### src/rtl/memory_ctrl_be_pkg.sv
// Shared types and constants for the byte-enable memory controller.
// Latency counter width is sized for the largest supported response latency.
package memory_ctrl_pkg;

   typedef enum logic [1:0] {
      IDLE,
      WAIT,
      RESP
   } state_t;

   localparam int unsigned RESP_LAT_MIN = 1;
   localparam int unsigned RESP_LAT_MAX = 8;

   function automatic int unsigned cnt_width();
      return $clog2(RESP_LAT_MAX);
   endfunction

   localparam int unsigned CNT_W = cnt_width();

endpackage

### src/rtl/memory_ctrl_be_mem_array.sv
// Byte-enabled storage array with a registered read snapshot.
// The snapshot register doubles as the response data register.
module mem_array_be #(
   parameter int unsigned WIDTH     = 32,
   parameter int unsigned DEPTH     = 64,
   parameter int unsigned ADDR_SIZE = $clog2(DEPTH)
) (
   input  logic                 i_clk,
   input  logic                 i_we,
   input  logic [WIDTH/8-1:0]   i_be,
   input  logic [ADDR_SIZE-1:0] i_addr,
   input  logic [WIDTH-1:0]     i_wdata,
   input  logic                 i_clr,
   input  logic                 i_ld,
   input  logic                 i_rd,
   input  logic                 i_qclr,
   output logic [WIDTH-1:0]     o_q
);

   logic [WIDTH-1:0] r_mem [DEPTH];
   logic [WIDTH-1:0] r_q;

   always_ff @(posedge i_clk) begin
      if (i_clr) begin
         for (int unsigned i = 0; i < DEPTH; i++) begin
            r_mem[i] <= '0;
         end
      end else if (i_we) begin
         for (int unsigned b = 0; b < WIDTH/8; b++) begin
            if (i_be[b]) begin
               r_mem[i_addr][8*b +: 8] <= i_wdata[8*b +: 8];
            end
         end
      end
   end

   // Writes and errored reads load zero so the response reads back as 0.
   always_ff @(posedge i_clk) begin
      if (i_qclr) begin
         r_q <= '0;
      end else if (i_ld) begin
         r_q <= i_rd ? r_mem[i_addr] : '0;
      end
   end

   assign o_q = r_q;

endmodule

### src/rtl/memory_ctrl_be.sv
// Request/response front end for a single-port byte-enabled RAM.
// One outstanding transaction, configurable response latency, range error.
module memory_ctrl_be
   import memory_ctrl_pkg::*;
#(
   parameter int unsigned WIDTH      = 32,
   parameter int unsigned DEPTH      = 64,
   parameter int unsigned ADDR_SIZE  = $clog2(DEPTH),
   parameter int unsigned RESP_LAT   = 1,
   parameter int unsigned CLR_ON_RST = 1
) (
   input  logic                 clk_i,
   input  logic                 rst_i,
   input  logic                 valid_i,
   output logic                 ready_o,
   input  logic                 wr_rd_i,
   input  logic [ADDR_SIZE-1:0] addr_i,
   input  logic [WIDTH-1:0]     wdata_i,
   input  logic [WIDTH/8-1:0]   wstrb_i,
   output logic                 rvalid_o,
   input  logic                 rready_i,
   output logic [WIDTH-1:0]     rdata_o,
   output logic                 err_o
);

   if (RESP_LAT < RESP_LAT_MIN || RESP_LAT > RESP_LAT_MAX) begin : g_bad_lat
      $error("memory_ctrl_be: RESP_LAT must be in 1..8");
   end
   if (WIDTH % 8 != 0) begin : g_bad_width
      $error("memory_ctrl_be: WIDTH must be a multiple of 8");
   end
   if (DEPTH < 2) begin : g_bad_depth
      $error("memory_ctrl_be: DEPTH must be at least 2");
   end

   localparam logic [CNT_W-1:0] LAT_LOAD = CNT_W'((RESP_LAT > 1) ? RESP_LAT - 2 : 0);

   state_t           r_state;
   logic [CNT_W-1:0] r_cnt;
   logic             r_err;
   logic             w_accept;
   logic             w_in_range;
   logic             w_done;
   logic             w_clr;
   logic [WIDTH-1:0] w_q;

   // Gating with rst_i keeps ready low for the whole reset window.
   assign ready_o    = rst_i && (r_state == IDLE);
   assign rvalid_o   = (r_state == RESP);
   assign w_accept   = valid_i && ready_o;
   assign w_done     = rvalid_o && rready_i;
   assign w_in_range = {1'b0, addr_i} < (ADDR_SIZE+1)'(DEPTH);
   assign w_clr      = (CLR_ON_RST != 0) && !rst_i;

   always_ff @(posedge clk_i) begin
      if (!rst_i) begin
         r_state <= IDLE;
         r_cnt   <= '0;
         r_err   <= 1'b0;
      end else begin
         case (r_state)
            IDLE: begin
               if (w_accept) begin
                  r_err <= !w_in_range;
                  if (RESP_LAT == 1) begin
                     r_state <= RESP;
                  end else begin
                     r_state <= WAIT;
                     r_cnt   <= LAT_LOAD;
                  end
               end
            end
            WAIT: begin
               if (r_cnt == '0) begin
                  r_state <= RESP;
               end else begin
                  r_cnt <= r_cnt - CNT_W'(1);
               end
            end
            RESP: begin
               if (rready_i) begin
                  r_state <= IDLE;
                  r_err   <= 1'b0;
               end
            end
            default: r_state <= IDLE;
         endcase
      end
   end

   mem_array_be #(
      .WIDTH     (WIDTH),
      .DEPTH     (DEPTH),
      .ADDR_SIZE (ADDR_SIZE)
   ) u_mem (
      .i_clk   (clk_i),
      .i_we    (w_accept && wr_rd_i && w_in_range),
      .i_be    (wstrb_i),
      .i_addr  (addr_i),
      .i_wdata (wdata_i),
      .i_clr   (w_clr),
      .i_ld    (w_accept),
      .i_rd    (!wr_rd_i && w_in_range),
      .i_qclr  (!rst_i || w_done),
      .o_q     (w_q)
   );

   assign rdata_o = w_q;
   assign err_o   = r_err;

endmodule

### config.mk
export PLATFORM = sky130hd
export DESIGN_NAME = memory_ctrl_be
export DESIGN_NICKNAME = d
export VERILOG_FILES = /design/src/rtl/memory_ctrl_be_pkg.sv /design/src/rtl/memory_ctrl_be_mem_array.sv /design/src/rtl/memory_ctrl_be.sv
export SDC_FILE = /design/constraint.sdc
export NUM_CORES = 2
export LEC_CHECK = 0
export ABC_AREA = 1
export ABC_CLOCK_PERIOD_IN_PS = 6740
export CORE_UTILIZATION = 46
export CTS_CLUSTER_DIAMETER = 120
export CTS_CLUSTER_SIZE = 14
export DETAILED_ROUTE_END_ITERATION = 7
export PLACE_DENSITY_LB_ADDON = 0.15
export SYNTH_ARGS = -nofsm -noshare
export SYNTH_HDL_FRONTEND = slang
export SYNTH_HIERARCHICAL = 1
export SYNTH_SLANG_ARGS = --single-unit
### constraint.sdc
create_clock -name clk_i -period 6.74 [get_ports clk_i]
set_input_delay 1.348 -clock clk_i [delete_from_list [all_inputs] [get_ports clk_i]]
set_output_delay 1.348 -clock clk_i [all_outputs]
set_load 0.03 [all_outputs]
==> insert_results.sql <==
INSERT INTO impl_metrics (metric_group, metric, value, unit) VALUES
('run_status', 'status', 'completed', ''),
('critical_path', 'regToRegEndpoint', 'u_mem/r_mem[18][7]$_SDFFCE_PN0P_', ''),
('synthesis', 'post_synth_inst_count', '11400', ''),
('die', 'chipHeight', '463', 'um'),
('worst_hold_path', 'hold_path_end', 'u_mem/o_q[0]$_SDFFE_PP0P_', ''),
('placed_design', 'gpl.final_weighted_congestion', '0.891', ''),
('placed_design', 'place_worst_setup_slack', '1550', 'ps'),
('critical_path', 'timing.critical_path.to_type', 'flop', ''),
('power', 'ir_worst_vdd', '0.000297', 'V'),
('drt', 'detail_route.wl_per_cell', '21.8', 'um'),
('cells_and_area', 'fillers', '20000', ''),
('clock_tree', 'htreeDepth', '4', ''),
('power', 'power_per_cell_area', '249', 'nW/um^2'),
('synthesis', 'synth_cell_type_count', '19', ''),
('timing', 'setup_violations', '0', ''),
('critical_path', 'setup.reg_to_reg.worst_slack', '3410', 'ps'),
('timing', 'fin_worst_skew', '25.7', 'ps'),
('synthesis', 'syn_area_per_cell', '8.56', 'um^2'),
('critical_path', 'critical_path.reg2reg.startpoint', 'r_state[1]$_SDFFE_PN0P_', ''),
('timing', 'worst_slew_margin_rel', '13.2', '%'),
('drt', 'totalWireLength', '305000', 'um'),
('placed_design', 'place_area', '100000', 'um^2'),
('timing', 'post-route-period-util', '67.3', '%'),
('power', 'p_leak', '0.0470', 'uW'),
('worst_hold_path', 'hold_path_class', 'reg -> reg', ''),
('timing', 'maximum_clock_frequency', '0.221', 'GHz'),
('die', 'rows', '168', ''),
('drt', 'drt_antenna_net_count', '0', ''),
('die', 'i_o_pin_cnt', '82', ''),
('placed_design', 'port_buffers', '80', ''),
('grt', 'wire_length_of_the_first_global_routing_pass', '453000', 'um'),
('placed_design', 'hpwl', '193000', 'um'),
('cells_and_area', 'layout.cells.most_common', 'sky130_fd_sc_hd__nand2_1', ''),
('timing', 'number_of_hold_slack_violations_in_the_final_timing_report', '0', ''),
('clock_tree', 'cts_num_sinks', '2081', ''),
('clock_tree', 'clock_tree_from_tritoncts', 'yes', ''),
('synthesis', 'synthesis.nets', '11400', ''),
('job', 'maxCapViolCount', '0', ''),
('clock_tree', 'cts.clk_slew.worst_paths', '70', 'ps'),
('clock_tree', 'cts.hold.buffers_added', '0', ''),
('die', 'overall_die_area', '214000', 'um^2'),
('synthesis', 'ys.warnings.count', '6', ''),
('grt', 'grt_pass1_vias', '71800', ''),
('die', 'design.core.area', '210000', 'um^2'),
('drt', 'detailedRoute.firstPassIterationCount', '6', ''),
('drt', 'drt_iter0_drc', '8362', ''),
('synthesis', 'synth_register_bits', '2081', ''),
('timing', 'min_period', '4530', 'ps'),
('clock_tree', 'clockBufferDepth', '3', ''),
('cells_and_area', 'layout.core_utilization', '50.0', '%'),
('grt', 'largest_net_degree_at_the_start_of_global_routing', '225', ''),
('clock_tree', 'cts_made_buffers', '167', ''),
('cells_and_area', 'sequential_cell_area', '62200', 'um^2'),
('drt', 'route.detailed.vias_per_inst', '5.38', ''),
('drt', 'detail_route.drc_violations', '0', ''),
('cells_and_area', 'area_taken_by_multi_input_logic_gates', '32400', 'um^2'),
('cells_and_area', 'areaGrowthSynthToFinish', '7.71', '%'),
('clock_tree', 'post_cts_sizing_count', '0', ''),
('cells_and_area', 'drive_above_1_share', '3.58', '%'),
('die', 'die_width', '463', 'um'),
('timing', 'worstMarginPinSlew', '1300', 'ps'),
('timing', 'grt_setup_unrepaired', 'no', ''),
('timing', 'setup_slack', '2210', 'ps'),
('cells_and_area', 'final_design_area_no_fill', '105000', 'um^2'),
('cells_and_area', 'finalNetCount', '11200', ''),
('clock_tree', 'cts-root-buf', 'sky130_fd_sc_hd__clkbuf_16', ''),
('die', 'initial_core_utilization', '46.4', '%'),
('timing', 'max_slew_violation_count', '0', ''),
('drt', 'routed-via-count', '75300', ''),
('grt', 'grt_antenna_before_repair', '7', ''),
('critical_path', 'timing.reg2reg.worst_path_depth', '8', '');
[flip-flops by register name, indices dropped and copies added (netlist names)]
name and flops:
u_mem/r_mem 2048, r_state 1, u_mem/o_q 32
[per-stage QoR]
stage	total power, uW	std cells	hold slack [ps]
global route	27100	14000	489
finish	26200	14000	462
global placement	17200	13800	456
detailed placement	17300	13800	457
CTS	26400	14000	468
floorplan	16400	11400	590
[Yosys cell counts]
cell type,n,area share (%)
sky130_fd_sc_hd__nand3_1,6,0.031
sky130_fd_sc_hd__inv_1,21,0.081
sky130_fd_sc_hd__o21ai_0,7,0.036
sky130_fd_sc_hd__or2_2,5,0.032
sky130_fd_sc_hd__a21oi_1,32,0.16
sky130_fd_sc_hd__nand2_1,6318,24
sky130_fd_sc_hd__buf_4,1,0.0077
sky130_fd_sc_hd__nor3_1,1,0.0051
sky130_fd_sc_hd__inv_2,46,0.18
sky130_fd_sc_hd__o211ai_1,7,0.054
sky130_fd_sc_hd__dfxtp_1,33,0.68
sky130_fd_sc_hd__nor3_2,7,0.072
sky130_fd_sc_hd__nor2_2,2,0.013
sky130_fd_sc_hd__buf_2,253,1.3
sky130_fd_sc_hd__nor2_1,2193,8.4
sky130_fd_sc_hd__conb_1,1,0.0038
sky130_fd_sc_hd__edfxtp_1,2048,63
sky130_fd_sc_hd__buf_1,36,0.14
sky130_fd_sc_hd__clkbuf_1,385,1.5
[worst max-delay path by stage]
stage	from	endpoint	slack, ps	depth (start not counted)
final	addr_i[2]	u_mem/r_mem[36][24]$_SDFFCE_PN0P_	2210	7
after global routing	addr_i[2]	u_mem/r_mem[36][31]$_SDFFCE_PN0P_	2190	7
after CTS	rst_i	ready_o	2410	4
after detailed placement	addr_i[2]	u_mem/r_mem[21][13]$_SDFFCE_PN0P_	1550	7
after global placement	addr_i[2]	u_mem/r_mem[36][31]$_SDFFCE_PN0P_	1600	7
after floorplan	rst_i	ready_o	3610	2
[final cells by class]
class	count	share of cell area (%)
Sequential cell	2081	59.1
Multi-Input combinational cell	8579	30.9
Clock buffer	232	4.35
Tap cell	2805	3.34
Timing Repair Buffer	221	1.93
Inverter	67	0.277
Clock inverter	10	0.108
Antenna cell	8	0.0190
[routing by layer]
metal | vias to the layer above | part of all wire (%) | track usage (%)
li1 | 35300 | - | -
met1 | 36300 | 41 | 38.6
met2 | 3213 | 46 | 44.7
met3 | 456 | 8.9 | 5.06
met4 | 2 | 3.6 | 9.85
met5 | - | 0.0043 | 0
[power breakdown]
part | internal (uW) | switching (uW) | leakage [uW]
sequential | 14600 | 147 | 0.0210
combinational | 466 | 1750 | 0.0238
clock | 4690 | 4520 | 0.00227
total | 19800 | 6430 | 0.0470
[kinds of logic (layout without fill, tap and decap cells)]
logic type             after synthesis  after routing  share of synthesized area, %
AO/OA/AOI/OAI                       46             46                         0.254
flip-flops                        2081           2081                          63.7
AND/OR/NAND/NOR                   8532           8532                          32.9
other                                1              9                       0.00384
buffers and inverters              742            530                          3.18
[worst max-delay path, stage by stage]
cell	delay (ps)
sky130_fd_sc_hd__buf_8	530
sky130_fd_sc_hd__inv_8	270
sky130_fd_sc_hd__nor2_2	450
sky130_fd_sc_hd__nand2_1	310
sky130_fd_sc_hd__nor2_1	1060
sky130_fd_sc_hd__nand2_1	530
sky130_fd_sc_hd__nand2_1	440
Note: power is estimated with default switching activity, not from simulation.
